<file path="config.mk">
export PLATFORM = sky130hd
export DESIGN_NAME = mem_stream_tx
export DESIGN_NICKNAME = d
export VERILOG_FILES = /design/src/rtl/MCPkg.sv /design/src/rtl/mem_stream_tx.sv
export SDC_FILE = /design/constraint.sdc
export NUM_CORES = 1
export LEC_CHECK = 0
export BUFFER_PORTS_ARGS = -buffer_cell sky130_fd_sc_hd__buf_2
export CAP_MARGIN = 30
export CORE_MARGIN = 2
export CORE_UTILIZATION = 30
export CTS_BUF_LIST = sky130_fd_sc_hd__clkbuf_4 sky130_fd_sc_hd__clkbuf_8
export CTS_CLUSTER_DIAMETER = 50
export CTS_CLUSTER_SIZE = 16
export DETAILED_ROUTE_END_ITERATION = 8
export PLACE_DENSITY = 0.4
export RECOVER_POWER = 100
export SLEW_MARGIN = 40
export SYNTH_ARGS = -nofsm -noshare
export SYNTH_HDL_FRONTEND = slang
export SYNTH_SLANG_ARGS = --single-unit
</file>
<file path="constraint.sdc">
create_clock -name ClkRs_ix -period 6.34 [get_ports ClkRs_ix]
set_input_delay 1.902 -clock ClkRs_ix [delete_from_list [all_inputs] [get_ports ClkRs_ix]]
set_output_delay 1.902 -clock ClkRs_ix [all_outputs]
set_load 0.005 [all_outputs]
</file>
<file path="src/rtl/MCPkg.sv">
// Shared definitions for the 16-bit memory stream carried in mem_data_b16.
// Used by both the transmitter (mem_stream_tx) and the page receiver.
package MCPkg;

    // First byte of every frame header; the low byte carries the page index.
    localparam logic [7:0]  MEM_STREAM_HEADER = 8'hA5;

    // Word driven on the stream whenever no frame word is being sent.
    localparam logic [15:0] MEM_STREAM_IDLE   = 16'h0000;

    // Frame sequencer states. MS_CSUM is only visited in checksum builds.
    typedef enum logic [2:0] {
        MS_IDLE = 3'd0,
        MS_HDR  = 3'd1,
        MS_HI   = 3'd2,
        MS_LO   = 3'd3,
        MS_CSUM = 3'd4,
        MS_GAP  = 3'd5
    } memstreamstate_t;

    // Clock/reset bundle. The reset is asynchronous and active-high.
    typedef struct packed {
        logic clk;
        logic reset;
    } t_clk_rs;

    // Header word for a given page.
    function automatic logic [15:0] mem_stream_hdr(input logic [7:0] page);
        return {MEM_STREAM_HEADER, page};
    endfunction

endpackage

</file>
<file path="src/rtl/mem_stream_tx.sv">
// Memory stream transmitter: holds g_pages 32-bit configuration words and
// broadcasts them round-robin as framed 16-bit words (HDR, HI, LO[, CSUM]),
// followed by g_gapWords idle words per frame.
// Build option: define MEM_STREAM_TX_CHECKSUM_EN to append the CSUM word
// (HDR ^ HI ^ LO) to every frame. The receiver must use the same setting.
module mem_stream_tx
    import MCPkg::*;
#(
    parameter int g_pages    = 16,
    parameter int g_gapWords = 0
) (
    input  t_clk_rs      ClkRs_ix,
    input  logic         enable_i,
    input  logic         wr_i,
    input  logic [7:0]   wraddr_ib8,
    input  logic [31:0]  data_ib32,
    output logic [15:0]  data_ob16,
    output logic         sof_o,
    output logic         cycle_o,
    output logic         busy_o
);

    // Register file is rounded up to a power of two so the page pointer can
    // index it directly; entries at or above g_pages are never written.
    localparam int         PAGE_AW   = (g_pages > 1) ? $clog2(g_pages) : 1;
    localparam int         RF_DEPTH  = 2 ** PAGE_AW;
    localparam logic [7:0] LAST_PAGE = 8'(g_pages - 1);
    localparam bit         HAS_GAP   = (g_gapWords > 0);
    localparam logic [3:0] GAP_LAST  = HAS_GAP ? 4'(g_gapWords - 1) : 4'd0;

    logic clk;
    logic rst;

    assign clk = ClkRs_ix.clk;
    assign rst = ClkRs_ix.reset;

    memstreamstate_t state_q,   state_d;
    logic [7:0]      page_q,    page_d;
    logic [3:0]      gap_cnt_q, gap_cnt_d;
    logic [31:0]     snap_q,    snap_d;
    logic [31:0]     rf_q [RF_DEPTH];
    logic [31:0]     rf_d [RF_DEPTH];
    logic [15:0]     data_q,    data_d;
    logic            sof_q,     sof_d;
    logic            cycle_q,   cycle_d;
    logic            busy_q,    busy_d;
    logic            frame_end;

    // Host writes into the page register file; out-of-range indices are dropped.
    always_comb begin
        rf_d = rf_q;
        if (wr_i && (int'(wraddr_ib8) < g_pages)) begin
            rf_d[wraddr_ib8[PAGE_AW-1:0]] = data_ib32;
        end
    end

    // Frame sequencing: next state, snapshot capture, page pointer and gap count.
    always_comb begin
        state_d   = state_q;
        page_d    = page_q;
        gap_cnt_d = gap_cnt_q;
        snap_d    = snap_q;
        frame_end = 1'b0;

        case (state_q)
            MS_IDLE: begin
                if (enable_i) begin
                    state_d = MS_HDR;
                end
            end
            MS_HDR: begin
                // The snapshot reads the stored word before any write landing
                // in this same cycle, so the frame stays self-consistent.
                snap_d  = rf_q[page_q[PAGE_AW-1:0]];
                state_d = MS_HI;
            end
            MS_HI: begin
                state_d = MS_LO;
            end
`ifdef MEM_STREAM_TX_CHECKSUM_EN
            MS_LO: begin
                state_d = MS_CSUM;
            end
            MS_CSUM: begin
                frame_end = 1'b1;
            end
`else
            MS_LO: begin
                frame_end = 1'b1;
            end
`endif
            MS_GAP: begin
                if (gap_cnt_q == GAP_LAST) begin
                    gap_cnt_d = 4'd0;
                    state_d   = enable_i ? MS_HDR : MS_IDLE;
                end else begin
                    gap_cnt_d = gap_cnt_q + 4'd1;
                end
            end
            default: begin
                state_d = MS_IDLE;
            end
        endcase

        // Last word of a frame: advance the page and pick gap, next frame or idle.
        if (frame_end) begin
            page_d = (page_q == LAST_PAGE) ? 8'd0 : page_q + 8'd1;
            if (HAS_GAP) begin
                state_d   = MS_GAP;
                gap_cnt_d = 4'd0;
            end else begin
                state_d = enable_i ? MS_HDR : MS_IDLE;
            end
        end
    end

    // Stream word and flags for the current state, registered one cycle later.
    always_comb begin
        data_d  = MEM_STREAM_IDLE;
        sof_d   = 1'b0;
        busy_d  = 1'b0;
        cycle_d = frame_end && (page_q == LAST_PAGE);

        case (state_q)
            MS_HDR: begin
                data_d = mem_stream_hdr(page_q);
                sof_d  = 1'b1;
                busy_d = 1'b1;
            end
            MS_HI: begin
                data_d = snap_q[31:16];
                busy_d = 1'b1;
            end
            MS_LO: begin
                data_d = snap_q[15:0];
                busy_d = 1'b1;
            end
`ifdef MEM_STREAM_TX_CHECKSUM_EN
            MS_CSUM: begin
                data_d = mem_stream_hdr(page_q) ^ snap_q[31:16] ^ snap_q[15:0];
                busy_d = 1'b1;
            end
`endif
            default: begin
                data_d = MEM_STREAM_IDLE;
            end
        endcase
    end

    // All state and registered outputs; reset clears everything including pages.
    always_ff @(posedge clk or posedge rst) begin
        if (rst) begin
            state_q   <= MS_IDLE;
            page_q    <= 8'd0;
            gap_cnt_q <= 4'd0;
            snap_q    <= 32'h0;
            rf_q      <= '{default: 32'h0};
            data_q    <= MEM_STREAM_IDLE;
            sof_q     <= 1'b0;
            cycle_q   <= 1'b0;
            busy_q    <= 1'b0;
        end else begin
            state_q   <= state_d;
            page_q    <= page_d;
            gap_cnt_q <= gap_cnt_d;
            snap_q    <= snap_d;
            rf_q      <= rf_d;
            data_q    <= data_d;
            sof_q     <= sof_d;
            cycle_q   <= cycle_d;
            busy_q    <= busy_d;
        end
    end

    assign data_ob16 = data_q;
    assign sof_o     = sof_q;
    assign cycle_o   = cycle_q;
    assign busy_o    = busy_q;

endmodule

</file>
Word-level counts from Yosys, hierarchy flattened
Index checks and enable logic that the tools add are counted.
- bits of input ports: 44
- bits in registers: 578
- output and inout bits: 19
- word-level logic and storage cells: 64
- $lt $le $gt $ge: 4
- reduce and logical (&&, ||, !) cells: 7
- bitwise operators: 2
- equality and inequality tests: 8
- muxes and demuxes: 17
- add/sub/neg operators: 2
- operators with widths (kind ; number):
    $bwmux W512 ; 1
    $bmux W32 S4 ; 1
    $demux W32 S4 ; 1
    $mux W32 ; 3
    $pmux W16 S3 ; 1
    $pmux W3 S5 ; 1
    $ge A5 B5 Y1 const B ; 2
    $not A4 Y5 ; 2
    $mux W3 ; 3
    $add A8 B1 Y8 const B ; 1
    $eq A8 B4 Y1 const B ; 1
    $lt A8 B5 Y1 const B ; 1
    $mux W8 ; 1
    $eq A3 B2 Y1 const B ; 2
    $ne A3 B3 Y1 const B ; 2
    $lt A5 B1 Y1 const B ; 1
    $add A4 B1 Y4 const B ; 1
    $logic_not A4 Y1 ; 1
    $mux W1 ; 4
    $mux W4 ; 1
    $eq A3 B1 Y1 const B ; 1
    $eq A3 B3 Y1 const B ; 1
    $logic_and A1 B1 Y1 ; 3
    $logic_not A3 Y1 ; 1
    3 further kinds ; 3

Longest topological paths before layout
- depth in word-level cells: 6
- depth in mapped cells: 8
- depth with buffers taken out: 6

Worst setup path before layout
No wires, ideal clock.
- path type: input port to flip-flop
- start point: input port wraddr_ib8[6]
- end point: register rf_q[352] (netlist bit)
- path slack: 2.914 ns
- arrival: 3.301 ns
- stages: 5
- data required time: 6.215 ns
- cell sequence: nor4_2 -> nand4b_1 -> nor3_2 -> buf_2 -> mux2_2
- cells in the longest elaborated chain, start to end: 2
- ends and longest elaborated chain (element ; RTL line ; text):
    from (decl) ; mem_stream_tx.sv:15 ; input logic [7:0] wraddr_ib8,
    $lt A8 B5 Y1 ; mem_stream_tx.sv:52 ; if (wr_i && (int'(wraddr_ib8) < g_pages)) begin
    $logic_and A1 B1 Y1 ; mem_stream_tx.sv:52 ;
    to (signal assigned) ; mem_stream_tx.sv:167 ; rf_q <= rf_d;
    to (decl) ; mem_stream_tx.sv:41 ; logic [31:0] rf_q [RF_DEPTH];
Every way passes these cells.
A chain may end at the register's enable or synchronous reset.

Worst setup path after layout
- start point: input port wraddr_ib8[1]
- end point: register rf_q[461] (netlist bit)
- cells in the longest elaborated chain, start to end: 6
- ends and longest elaborated chain (element ; RTL line ; text):
    $not A4 Y5 (implied by the code) ; mem_stream_tx.sv:53 ; rf_d[wraddr_ib8[PAGE_AW-1:0]] = data_ib32;
    $ge A5 B5 Y1 (implied by the code) or $lt A5 B1 Y1 (tied branches) ; mem_stream_tx.sv:53 ;
    $logic_and A1 B1 Y1 (implied by the code) ; mem_stream_tx.sv:53 ;
    $mux W32 (implied by the code) ; mem_stream_tx.sv:53 ;
    $demux W32 S4 ; mem_stream_tx.sv:53 ;
    $bwmux W512 ; mem_stream_tx.sv:53 ;
Several ways; a longest one is shown, not always the timed one.

==> run_results.csv <==
group,metric,value,unit
synth,syn-cell-area,25200,µm²
final_layout,drive_gt1_share,63.0,%
worst_setup_path,rr_startpoint,"page_q[1]",
route,drt_wl_total,77.5,mm
worst_setup_path,crit_arrival,5.50,ns
worst_setup_path,reg2reg_depth,5,
timing,min_period,4.94,ns
floorplanning,chipWidth,294,µm
route,routed_via_density,4.86,
global_route,grt_use_total,18.8,%
route,drc,0,
timing,maxSlewHeadroom,-37.1,%
synth,synth_area_per_cell,16.0,µm²
synth,synthTopCellsByArea,"dfrtp_1 (57%), mux2_2 (22%), mux4_2 (11%), mux2i_1 (1.3%), a221oi_1 (1.1%)",
worst_setup_path,critPathKind,"input pin to flop",
timing,setup_ws,1.40,ns
placement,dp_hpwl,37.6,mm
cts,cts_setup_buffers,0,
hold_path,hold_end,"rf_q[112]",
synth,yosysSeqAreaShare,56.9,%
floorplanning,die_h,294,µm
worst_setup_path,startpoint_type,"input pin",
power_and_ir_drop,fin_total_pwr,18.4,mW
placement,gp_congestion,0.717,
final_layout,nets,2339,
floorplanning,start_util,30.2,%
global_route,grt_max_degree,86,
route,wl_per_cell,22.0,µm
final_layout,n_fill_cell,7776,
power_and_ir_drop,ir_drop,0.000278,V
timing,final_max_slew_viol_count,390,
synth,synth_top_area_share,56.9,%
placement,dpl_worst_slack,-5.84,ns
global_route,grt_pass1_vias,22500,
status,outcome,"finished, violations left",
status,violations,"max-capacitance violations, max-slew violations",
worst_setup_path,crit_path_frequent_cell,"nand2b_1",
power_and_ir_drop,power_density,526,nW/µm²
worst_setup_path,slowest_delay,1.38,ns
worst_setup_path,critPathMaxFanout,17,
placement,placed_area,26600,µm²
flow_run,cap_violations,23,
timing,rsz0062_at_grt,"false",
worst_setup_path,r2r-end,"snap_q[30]",
timing,worst-slew-pin-transition,2.06,ns
worst_setup_path,critPathTopFamily,"buffers and inverters",
worst_setup_path,path_cells,"buf_2 > nand2b_1 > nand2b_1 > clkbuf_1 > mux2_2",
worst_setup_path,crit_path_end_kind,"flop",
synth,yosysWarningCount,0,
worst_setup_path,slowest_stage,"clkbuf_1",
cts,cts_hold_buf,0,
route,initialDrtViolationCount,752,
final_layout,final_util,41.9,%
hold_path,hold_class,"flop to flop",
worst_setup_path,required,6.90,ns
synth,netlist_instances,1580,
floorplanning,dieArea,86400,µm²
route,vias,17100,
synth,syn-num-nets,1630,
final_layout,area_delta_synth_final,38.8,%
worst_setup_path,rrSetupSlack,1.95,ns
floorplanning,num_io_pins,63,
route,ant_nets,0,
timing,fmax,203,MHz
floorplanning,rows,106,
cts,cts_resized,0,
timing,hold_violations,0,
synth,ys_seq_elements,573,
global_route,antenna_found_initial,6,
cts,clock_latency,0.69,ns
synth,synth_cell_types,33,
global_route,grt_pass1_wl,119,mm
cts,cts_tree,"yes",
timing,timing.hold.ws,0.485,ns
timing,finalClockSkew,0.0210,ns
synth,synth_top_area_cell,"dfrtp_1",
timing,finalCritPeriodShare,77.8,%
hold_path,hp-start,"rf_q[112]",
power_and_ir_drop,leakage,14.2,nW
route,dr.pass1.iters,5,
timing,setup_viol,0,
final_layout,final_area,35000,µm²
placement,portBuffers,61,
worst_setup_path,critPathBufInv,2,
cts,clk_pin_slew,0.07,ns
floorplanning,core_area,83400,µm²
global_route,overflow,0,
hold_path,min_path_cells,1,
==> flip-flops by register name (all words and copies together), names as in the netlist <==
name	count
cycle_o	1
rf_q	512
page_q	8
data_ob16	16
state_q	2
sof_o	1
busy_o	1
snap_q	32
==> cell families after synthesis <==
| kind of cell | synth area share [%] |
|---|---|
| mux | 35.6 |
| buf+inv | 2.67 |
| fa+ha+maj | 0.298 |
| flops | 56.9 |
| xor+xnor | 0.243 |
| compound gates | 2.62 |
| simple gates | 1.67 |
==> cell type report <==
class / instances / area [µm²] / area share, %
antenna: 4 / 10.0 / 0.0286
clock buffer: 199 / 1780 / 5.09
clock inverter: 713 / 6640 / 19.0
inverter: 3 / 11.3 / 0.0322
multi-input combinational: 863 / 10300 / 29.3
sequential: 573 / 14300 / 41.0
tap: 1080 / 1350 / 3.86
timing repair buffer: 91 / 586 / 1.67
==> cells in the final DEF, fill, tap and decap left out, drive strengths merged <==
cell type,netlist,layout
clkinvlp,0,596
dfrtp,573,573
mux2,513,513
clkbuf,64,223
mux4,128,128
buf,76,67
clkinv,0,64
nor2,61,61
inv,4,51
a221oi,33,33
o22ai,32,32
mux2i,32,32
a22oi,8,8
a222oi,7,7
nand2,7,7
ha,6,6
a21oi,5,5
bufinv,0,5
nand2b,5,5
diode,0,4
nand4,4,4
xnor2,4,4
nor3,3,3
xor2,3,3
nand4b,2,2
nand3,2,2
nor4,1,1
and4bb,1,1
or2,1,1
and2,1,1
or4,1,1
or3,1,1
o21ai,1,1
o32a,1,1
==> through the flow <==
step / setup TNS (ns) / cells
global placement: -2659.23 / 2609
global route: 0 / 3526
detailed placement: -2659.23 / 2609
CTS: 0 / 3520
floorplan: -2656.18 / 1580
finish: 0 / 3526
==> per-layer routing <==
metal / wire, µm / track usage [%]
met1: 36100 / 23.0
met2: 35200 / 24.2
met3: 4710 / 9.79
met4: 1480 / 15.5
met5: 7 / 0
==> cells in the mapped netlist, drive strengths merged <==
library cell    n
a21oi           5
nand2b          5
inv             4
a222oi          7
ha              6
o21ai           1
clkbuf         64
nor3            3
or3             1
and2            1
xor2            3
mux2i          32
or2             1
a22oi           8
nor2           61
buf            76
nand3           2
mux2          513
nor4            1
a221oi         33
o22ai          32
and4bb          1
xnor2           4
nand4           4
nand2           7
o32a            1
dfrtp         573
nand4b          2
or4             1
mux4          128
==> report_power, final <==
group	switching (mW)	internal (mW)
Clock	7.81	4.21
Sequential	0.362	3.78
Combinational	1.29	0.956
Total	9.46	8.95
==> worst max path at each step <==
stage | slack (ns) | from | end | cells past startpoint
final | 1.40 | wraddr_ib8[1] | rf_q[461] | 5
after global routing | 1.22 | wraddr_ib8[6] | rf_q[464] | 6
after CTS | 2.56 | wraddr_ib8[6] | rf_q[399] | 6
after detailed placement | -5.84 | ClkRs_ix[0] | page_q[0] | 1
after global placement | -5.84 | ClkRs_ix[0] | page_q[0] | 1
after floorplan | -4.64 | ClkRs_ix[0] | busy_o | 1
Power figures use the tool's default switching activity.
